File: src/rtl/urx_pkg.sv
// Shared definitions for the UART command-frame decoder: frame constants,
// FSM state encoding and a saturating-increment helper.
package urx_pkg;

  localparam logic [7:0]  SYNC_BYTE_DEF  = 8'h55;
  localparam int unsigned TIMEOUT_US_DEF = 200;
  localparam int unsigned FRAME_LEN      = 5;

  // One state per frame byte: SYNC is awaited in IDLE.
  typedef enum logic [$clog2(FRAME_LEN)-1:0] {
    ST_IDLE = 3'd0,
    ST_ADDR = 3'd1,
    ST_DH   = 3'd2,
    ST_DL   = 3'd3,
    ST_CHK  = 3'd4
  } urx_state_e;

  function automatic logic [7:0] sat_inc8(input logic [7:0] v);
    return (v == 8'hFF) ? v : v + 8'd1;
  endfunction

endpackage

File: src/rtl/urx_frame_dec_if.sv
// Byte stream in, decoded command and status out, for urx_frame_dec.
interface urx_frame_dec_if;
  logic [7:0]  rx_data;
  logic        rx_vld;
  logic [7:0]  cmd_addr;
  logic [15:0] cmd_data;
  logic        cmd_vld;
  logic        err_chk;
  logic        err_tmo;
  logic [7:0]  frm_cnt;
  logic [7:0]  err_cnt;

  modport master (
    output rx_data, rx_vld,
    input  cmd_addr, cmd_data, cmd_vld, err_chk, err_tmo, frm_cnt, err_cnt
  );

  modport slave (
    input  rx_data, rx_vld,
    output cmd_addr, cmd_data, cmd_vld, err_chk, err_tmo, frm_cnt, err_cnt
  );
endinterface

File: src/rtl/urx_tmo_cnt.sv
// Inter-byte timeout counter: counts strobes since the last clear and flags
// the strobe that reaches TIMEOUT_US. A clear in the same cycle suppresses it.
module urx_tmo_cnt
  import urx_pkg::*;
#(
  parameter int unsigned TIMEOUT_US = TIMEOUT_US_DEF
) (
  input  logic clk_sys,
  input  logic rst_n,
  input  logic clr,
  input  logic strobe,
  output logic tc
);

  localparam logic [15:0] TC_LAST = 16'(TIMEOUT_US - 1);

  logic [15:0] cnt;

  assign tc = strobe && !clr && (cnt == TC_LAST);

  // NOTE: sequential state uses non-blocking assignments so every register
  // samples pre-edge values, independent of block ordering.
  always_ff @(posedge clk_sys or negedge rst_n) begin
    if (!rst_n) begin
      cnt <= '0;
    end else if (clr) begin
      cnt <= '0;
    end else if (strobe) begin
      cnt <= cnt + 16'd1;
    end
  end

endmodule

File: src/rtl/urx_frame_dec.sv
// Assembles SYNC/ADDR/DH/DL/CHK frames from the UART byte stream and emits one
// register-write command per good frame, with checksum and timeout errors.
module urx_frame_dec
  import urx_pkg::*;
#(
  parameter int unsigned TIMEOUT_US = TIMEOUT_US_DEF,
  parameter logic [7:0]  SYNC_BYTE  = SYNC_BYTE_DEF
) (
  input  logic            clk_sys,
  input  logic            rst_n,
  input  logic            pluse_us,
  urx_frame_dec_if.slave  bus
);

  urx_state_e  state;
  logic [7:0]  chk_acc;
  logic [7:0]  addr_q;
  logic [7:0]  dh_q;
  logic [7:0]  dl_q;
  logic [7:0]  cmd_addr_q;
  logic [15:0] cmd_data_q;
  logic        cmd_vld_q;
  logic        err_chk_q;
  logic        err_tmo_q;
  logic [7:0]  frm_cnt_q;
  logic [7:0]  err_cnt_q;
  logic        tmo_tc;

  // Counting only runs mid-frame; any received byte restarts the window.
  urx_tmo_cnt #(.TIMEOUT_US(TIMEOUT_US)) u_tmo_cnt (
    .clk_sys (clk_sys),
    .rst_n   (rst_n),
    .clr     (bus.rx_vld || (state == ST_IDLE)),
    .strobe  (pluse_us),
    .tc      (tmo_tc)
  );

  always_ff @(posedge clk_sys or negedge rst_n) begin
    if (!rst_n) begin
      state      <= ST_IDLE;
      chk_acc    <= '0;
      addr_q     <= '0;
      dh_q       <= '0;
      dl_q       <= '0;
      cmd_addr_q <= '0;
      cmd_data_q <= '0;
      cmd_vld_q  <= 1'b0;
      err_chk_q  <= 1'b0;
      err_tmo_q  <= 1'b0;
      frm_cnt_q  <= '0;
      err_cnt_q  <= '0;
    end else begin
      cmd_vld_q <= 1'b0;
      err_chk_q <= 1'b0;
      err_tmo_q <= 1'b0;
      if (state == ST_IDLE) chk_acc <= '0;

      // tc is already masked by rx_vld, so a coincident byte takes priority.
      if (tmo_tc) begin
        state     <= ST_IDLE;
        err_tmo_q <= 1'b1;
        err_cnt_q <= sat_inc8(err_cnt_q);
      end else if (bus.rx_vld) begin
        unique case (state)
          ST_IDLE: if (bus.rx_data == SYNC_BYTE) state <= ST_ADDR;
          ST_ADDR: begin
            addr_q  <= bus.rx_data;
            chk_acc <= chk_acc ^ bus.rx_data;
            state   <= ST_DH;
          end
          ST_DH: begin
            dh_q    <= bus.rx_data;
            chk_acc <= chk_acc ^ bus.rx_data;
            state   <= ST_DL;
          end
          ST_DL: begin
            dl_q    <= bus.rx_data;
            chk_acc <= chk_acc ^ bus.rx_data;
            state   <= ST_CHK;
          end
          ST_CHK: begin
            if (bus.rx_data == chk_acc) begin
              cmd_addr_q <= addr_q;
              cmd_data_q <= {dh_q, dl_q};
              cmd_vld_q  <= 1'b1;
              frm_cnt_q  <= frm_cnt_q + 8'd1;
            end else begin
              err_chk_q <= 1'b1;
              err_cnt_q <= sat_inc8(err_cnt_q);
            end
            state <= ST_IDLE;
          end
          default: state <= ST_IDLE;
        endcase
      end
    end
  end

  assign bus.cmd_addr = cmd_addr_q;
  assign bus.cmd_data = cmd_data_q;
  assign bus.cmd_vld  = cmd_vld_q;
  assign bus.err_chk  = err_chk_q;
  assign bus.err_tmo  = err_tmo_q;
  assign bus.frm_cnt  = frm_cnt_q;
  assign bus.err_cnt  = err_cnt_q;

endmodule

File: src/flat_wrapper.sv
// flat-port wrapper written by rule: the top's interface ports become plain ports
module urx_frame_dec_flat import urx_pkg::*;
#(
  parameter int unsigned TIMEOUT_US = TIMEOUT_US_DEF,
  parameter logic [7:0]  SYNC_BYTE  = SYNC_BYTE_DEF
)
  (clk_sys, rst_n, pluse_us, bus_rx_data, bus_rx_vld, bus_cmd_addr, bus_cmd_data, bus_cmd_vld, bus_err_chk, bus_err_tmo, bus_frm_cnt, bus_err_cnt);
  urx_frame_dec_if bus_i ();
  input  logic clk_sys;
  input  logic rst_n;
  input  logic pluse_us;
  input wire logic [$bits(bus_i.rx_data)-1:0] bus_rx_data;
  input wire logic [$bits(bus_i.rx_vld)-1:0] bus_rx_vld;
  output wire logic [$bits(bus_i.cmd_addr)-1:0] bus_cmd_addr;
  output wire logic [$bits(bus_i.cmd_data)-1:0] bus_cmd_data;
  output wire logic [$bits(bus_i.cmd_vld)-1:0] bus_cmd_vld;
  output wire logic [$bits(bus_i.err_chk)-1:0] bus_err_chk;
  output wire logic [$bits(bus_i.err_tmo)-1:0] bus_err_tmo;
  output wire logic [$bits(bus_i.frm_cnt)-1:0] bus_frm_cnt;
  output wire logic [$bits(bus_i.err_cnt)-1:0] bus_err_cnt;
  assign bus_i.rx_data = bus_rx_data;
  assign bus_i.rx_vld = bus_rx_vld;
  assign bus_cmd_addr = bus_i.cmd_addr;
  assign bus_cmd_data = bus_i.cmd_data;
  assign bus_cmd_vld = bus_i.cmd_vld;
  assign bus_err_chk = bus_i.err_chk;
  assign bus_err_tmo = bus_i.err_tmo;
  assign bus_frm_cnt = bus_i.frm_cnt;
  assign bus_err_cnt = bus_i.err_cnt;
  urx_frame_dec #(.TIMEOUT_US(TIMEOUT_US), .SYNC_BYTE(SYNC_BYTE)) u_core (.clk_sys(clk_sys), .rst_n(rst_n), .pluse_us(pluse_us), .bus(bus_i));
endmodule
File: config.mk
export PLATFORM = sky130hd
export DESIGN_NAME = urx_frame_dec_flat
export DESIGN_NICKNAME = d
export VERILOG_FILES = /design/src/rtl/urx_pkg.sv /design/src/rtl/urx_frame_dec_if.sv /design/src/rtl/urx_tmo_cnt.sv /design/src/rtl/urx_frame_dec.sv /design/src/flat_wrapper.sv
export SDC_FILE = /design/constraint.sdc
export NUM_CORES = 1
export LEC_CHECK = 0
export BUFFER_PORTS_ARGS = -buffer_cell sky130_fd_sc_hd__clkbuf_2
export CAP_MARGIN = 15
export CORE_AREA = 2 2 82 115
export DETAILED_ROUTE_END_ITERATION = 10
export DIE_AREA = 0 0 84 117
export HOLD_SLACK_MARGIN = 0.02
export PLACE_DENSITY = 0.76
export SYNTH_ARGS = -nofsm -noshare
export SYNTH_HDL_FRONTEND = slang
export SYNTH_SLANG_ARGS = --single-unit
File: constraint.sdc
create_clock -name clk_sys -period 2.05 [get_ports clk_sys]
set_input_delay 0.3075 -clock clk_sys [delete_from_list [all_inputs] [get_ports clk_sys]]
set_output_delay 0.3075 -clock clk_sys [all_outputs]
set_load 0.01 [all_outputs]
==> flow_summary.yaml, run 1 <==
status:
  outcome: "finished clean"
detailed_routing:
  vias: 2805
  dr.pass1.iters: 4
  avgRoutedWirePerCell_microns: 15.60
  first_iter_violations: 138
  drt-total-wl_microns: 8253
  via_per_inst: 5.302
  drc_errors: 0
  antenna_left: 0
cts:
  cts_root_buf: "clkbuf_16"
  numCtsBuffers: 9
  cts_tree: "yes"
  insertion_delay_ns: 0.34
  cts_buffer_depth: 2
  cts.clk_slew.worst_paths_ns: 0.06
  h-tree-depth: 3
  cts.sinks: 94
logic_synthesis:
  synth_cells: 334
  postSynthAreaPerCell_sq_um: 12.28
  synth_edf_count: 0
  synthTopCellsByCount: "dfrtp_1, mux2_2, nor2_1, o21ai_0, nand2_1"
  async_reset_ff_share_pct: 100.0
  yosys.area.top_type: "dfrtp_1"
  synth_seq_cells: 94
  syn_area_sq_um: 4101
  yosys_warnings: 0
  yosysMostFrequentCell: "dfrtp_1"
  synth_ff_type: "dfrtp_1"
  seq_area_frac_synth_pct: 57.35
  synth_cell_types: 39
  ys_top_cells_by_area: "dfrtp_1, mux2_2, xor2_1"
  syn_nets: 349
  post-synth-top-area-fraction_pct: 57.35
power_and_ir_drop:
  peakVddDrop_v: 0.0006131
  leakagePower_nw: 2.418
  power_per_cell_area_nw_per_um2: 1030
sta:
  setup_tns_ns: 0
  fmax_mhz: 515.2
  period_share_pct: 94.68
  finalHoldWorstSlack_ns: 0.2571
  fin_skew_ns: 0.007775
  tightestPinTransition_ns: 0.4483
  slew_headroom_pct: 69.94
  rsz0062_at_grt: "no"
  hold_viol: 0
  setup_viol: 0
  fin_crit_ns: 1.941
  finalMaxSlewViolations: 0
finish:
  area_delta_synth_final_pct: 21.57
  drive_gt1_share_pct: 37.91
  regArea_sq_um: 2352
  fin_area_sq_um: 4986
  nNetsFinal: 432
  final_cells: 529
  multi_input_area_sq_um: 1689
  diodes: 0
  nFillCells: 719
global_route:
  grt_remaining_overflow: 0
  grtUsageTotal_pct: 17.58
  antenna_found_initial: 0
  grt_pass1_wl_microns: 13580
  grt_pass1_vias: 2810
  grt_max_degree: 38
job:
  cap_violations: 0
floorplan:
  die_width_microns: 84
  coreArea_sq_um: 8875
  die_area_sq_um: 9828
  rows: 41
  start_util_pct: 46.21
  io_pins: 55
  die_h_microns: 117
placement:
  hpwlAfterDp_microns: 5969
  place_inst: 508
  place_area_sq_um: 4661
  gp_congestion: 0.8581
  portBuffers: 54
worst_setup_path:
  crit_type: "register to register"
  end_kind: "register"
  worst-r2r-setup-slack_ns: 0.11
  required_ns: 2.28
  cp-start-kind: "register"
  crit_arrival_ns: 2.17
  path_max_fanout: 4
hold_path:
  min-delay-path-class: "input port to register"
==> worst paths after layout <==
| path | start | end | depth (start not counted) |
|---|---|---|---|
| worst max-delay path | u_core.u_tmo_cnt.cnt[1] | u_core.bus.err_cnt[6] | 6 |
| worst min-delay path | bus_rx_data[3] | u_core.chk_acc[3] | 3 |
| min in group asynchronous | rst_n | u_core.bus.err_cnt[6] | 2 |
| worst max register to register | u_core.u_tmo_cnt.cnt[1] | u_core.bus.err_cnt[6] | 6 |
| worst min register to register | u_core.bus.frm_cnt[7] | u_core.bus.frm_cnt[7] | 1 |
| max in group asynchronous | rst_n | u_core.u_tmo_cnt.cnt[2] | 3 |
==> routing by layer <==
| metal | global-route usage (%) | vias to the layer above | wire length [microns] |
|---|---|---|---|
| met5 | 0 | - | 0 |
| met4 | 7.204 | 0 | 149 |
| met3 | 3.647 | 11 | 215 |
| met2 | 30.19 | 48 | 4237 |
| met1 | 21.90 | 1405 | 3651 |
| li1 | - | 1341 | - |
==> sequential cells by signal, summed over array words and instances (netlist names) <==
name                  cells
u_core.chk_acc            8
u_core.bus.cmd_data      16
u_core.bus.err_tmo        1
u_core.bus.err_cnt        8
u_core.bus.frm_cnt        8
u_core.bus.cmd_addr       8
u_core.bus.err_chk        1
u_core.state              3
u_core.addr_q             8
u_core.u_tmo_cnt.cnt     16
u_core.dl_q               8
u_core.bus.cmd_vld        1
u_core.dh_q               8
==> cell usage in the layout, fill, tap and decap left out, types with 5 or more instances in the layout <==
master	netlist	routed
clkbuf_16	0	9
xor2_1	17	17
clkbuf_2	0	53
nand2_1	19	19
nand3_1	11	11
buf_4	2	26
a21oi_1	13	13
nor2_1	23	23
dfrtp_1	94	94
o21ai_0	23	22
nand4_1	5	5
nand2b_1	13	13
mux2_2	53	53
and3_1	5	5
xnor2_1	9	9
==> area by class of cell <==
class / count / share of cell area (%)
clock inverter: 5 / 0.7779
timing repair buffer: 82 / 10.24
multi-input combinational: 225 / 33.88
tap: 107 / 2.685
clock buffer: 11 / 4.868
inverter: 5 / 0.3764
sequential: 94 / 47.18
==> cell families (layout without fill, tap and decap cells) <==
family | Yosys count | after routing | share of synthesized area [%]
DFF | 94 | 94 | 57.35
AOI/OAI and AO/OA | 44 | 44 | 6.620
muxes | 54 | 54 | 14.80
xor gates and xnor gates | 26 | 26 | 5.552
adders and majority gates | 3 | 3 | 0.9153
buffers and inverters | 15 | 103 | 1.556
and+or+nand+nor | 98 | 98 | 13.21
==> critical path: stages, from the launching register on <==
cell and delay, ns:
dfrtp_1 0.36, ha_1 0.17, or4b_4 0.48, nor4_4 0.24, buf_4 0.17, o2111ai_1 0.12
mux2_2 0.28
==> repair_timing <==
| item | in CTS | in global routing |
|---|---|---|
| endpoints found under the hold margin | 25 | 0 |
| buffers inserted | 0 | 4 |
| setup endpoints to repair | 1 | 11 |
| resized for setup | 0 | 2 |
| gates cloned | 0 | 0 |
| pin swaps | 1 | 1 |
| hold buffers | 1 | 0 |
==> through the flow <==
stage / util [%] / setup WS, ns / total power [mW]
floorplan: - / 0.03816 / 3.190
global placement: 52.52 / 0.07226 / 3.512
detailed placement: 52.52 / -0.01833 / 3.581
CTS: 55.80 / 0.05515 / 5.166
global route: 56.18 / 0.001962 / 5.412
finish: 56.18 / 0.1090 / 5.134
==> power by group <==
part / switching (mW) / total, mW / internal (mW)
clock network: 0.710 / 1.58 / 0.866
logic: 0.521 / 1.07 / 0.548
registers: 0.259 / 2.49 / 2.23
(Power assumes the default switching activity.)
==> run 2, diff against run 1 <==
CORE_AREA = 2 2 96 98   (was 2 2 82 115)
DIE_AREA = 0 0 98 100   (was 0 0 84 117)
GPL_TIMING_DRIVEN = 0   (was not set)
PLACE_DENSITY = 0.77   (was 0.76)
==> flow_summary.yaml, run 2 (synthesized netlist as in run 1, its figures left out) <==
sta:
  setup_viol: 0
  tightestPinTransition_ns: 0.5759
  slew_headroom_pct: 61.44
  rsz0062_at_grt: "yes"
  fin_crit_ns: 2.038
  finalHoldWorstSlack_ns: 0.2803
  fmax_mhz: 490.6
  finalMaxSlewViolations: 0
  period_share_pct: 99.43
  hold_viol: 0
  fin_skew_ns: 0.01410
  worst_slack_ns: 0.01170
cts:
  cts_root_buf: "clkbuf_8"
  cts.clk_slew.worst_paths_ns: 0.10
  numCtsBuffers: 9
  cts_tree: "yes"
  cts_buffer_depth: 2
  cts.sinks: 94
  insertion_delay_ns: 0.37
  h-tree-depth: 3
worst_setup_path:
  worst-r2r-setup-slack_ns: 0.01
  cp-start-kind: "register"
  end_kind: "register"
  reg2regPathDepth: 6
  rr_startpoint: "u_core.u_tmo_cnt.cnt[0]"
  crit_arrival_ns: 2.30
  path_max_fanout: 8
  crit_start: "u_core.u_tmo_cnt.cnt[0]"
  r2r_end: "u_core.bus.err_cnt[6]"
  crit_type: "register to register"
  crit_end: "u_core.bus.err_cnt[6]"
  required_ns: 2.31
placement:
  gp_congestion: 0.8325
  hpwlAfterDp_microns: 5504
  portBuffers: 53
  pre_cts_ws_ns: -0.3445
detailed_routing:
  drc_errors: 0
  dr.pass1.iters: 4
  first_iter_violations: 101
  avgRoutedWirePerCell_microns: 15.71
  drt-total-wl_microns: 8266
  via_per_inst: 5.395
  vias: 2838
  antenna_left: 0
floorplan:
  coreArea_sq_um: 8890
  start_util_pct: 46.14
  io_pins: 55
  die_area_sq_um: 9800
  die_h_microns: 100
  rows: 35
  die_width_microns: 98
finish:
  nNetsFinal: 425
  drive_gt1_share_pct: 36.87
  mostFrequentLayoutCells: "dfrtp_1, mux2_2, clkbuf_2"
  area_delta_synth_final_pct: 20.71
  final_common_cell: "dfrtp_1"
  nFillCells: 765
  diodes: 0
hold_path:
  min-delay-path-class: "input port to register"
job:
  cap_violations: 0
global_route:
  antenna_found_initial: 0
  grtUsageTotal_pct: 17.78
  grt_pass1_wl_microns: 13750
  grt_remaining_overflow: 0
  grt_pass1_vias: 2786
  grt_max_degree: 64
power_and_ir_drop:
  power_switching_mw: 1.515
  pwr-share-clk_pct: 26.3
  leakagePower_nw: 2.340
  power_per_cell_area_nw_per_um2: 996.5
  comb_power_share_pct: 24.3
  p_seq_share_pct: 49.4
  p_int_mw: 3.418
  switching_share_pct: 30.71
  peakVddDrop_v: 0.0005966
status:
  outcome: "finished clean"
==> run 2: changes by cell type in the layout (fill, tap and decap cells not counted), moves of 3 or more <==
cell       delta
buf_4        -17
buf_6         +3
clkbuf_1      +7
clkbuf_16     -9
clkbuf_8      +9
==> run 2: worst max-delay path, stage by stage (launching register included) <==
cell and delay [ns]:
dfrtp_1 0.41, ha_2 0.24, or4b_4 0.49, nor4_4 0.19
buf_6 0.18, o2111ai_2 0.13, mux2_2 0.29
==> run 2: stage by stage <==
stage	power, mW	instances	util [%]	area [sq um]	TNS (ns)
final	4.933	526	55.69	4951	0
after global routing	5.217	526	55.69	4951	-0.1188
after CTS	4.929	522	55.12	4900	0
after detailed placement	3.506	499	51.02	4536	-8.569
after global placement	3.438	498	50.68	4506	-47.59
after floorplan	3.190	334	-	4101	0
==> run 2: worst min path at each step <==
stage / slack, ns / depth (start not counted) / startpoint / endpoint
6_report: 0.28 / 3 / bus_rx_data[6] / u_core.chk_acc[6]
5_1_grt: 0.26 / 3 / bus_rx_data[6] / u_core.chk_acc[6]
4_1_cts: 0.26 / 3 / bus_rx_data[6] / u_core.chk_acc[6]
3_5_place_dp: 0.32 / 1 / rst_n / u_core.bus.err_cnt[6]
3_3_place_gp: 0.46 / 2 / u_core.dl_q[6] / u_core.dl_q[6]
2_1_floorplan: 0.01 / 0 / rst_n / u_core.addr_q[0]
==> run 2: area by class of cell <==
type,instances,area [sq um],area share (%)
inverters,5,26.28,0.5307
plain buffers,10,52.55,1.061
multi-input cells,225,1784,36.04
clock inverters,6,75.07,1.516
repair buffers,65,384.1,7.758
well taps,111,138.9,2.805
clock buffers,10,137.6,2.780
flip-flops and latches,94,2352,47.51
==> run 2: power groups by stage <==
stage / Combinational (mW) / Clock (mW) / Sequential [mW]
2_1_floorplan: 0.767 / 0 / 2.42
3_3_place_gp: 0.986 / 0 / 2.45
3_5_place_dp: 1.03 / 0 / 2.47
4_1_cts: 1.16 / 1.33 / 2.44
5_1_grt: 1.33 / 1.41 / 2.48
6_report: 1.20 / 1.30 / 2.44
==> run 2: metal layers <==
layer | vias up | global-route usage [%] | share of wire, %
met1 | 1422 | 23.25 | 44
met4 | 0 | 5.769 | 1.7
met5 | - | 0 | 0
met2 | 66 | 28.50 | 49
li1 | 1334 | - | -
met3 | 16 | 5.571 | 4.6
==> run 2: what timing repair did <==
action	4_1_cts	5_1_grt
setup buffers	6	4
cloned	0	0
endpoints found under the setup margin	36	32
hold endpoints to repair	31	0
hold buffers	1	0
pin swaps	5	5
resized for setup	19	4
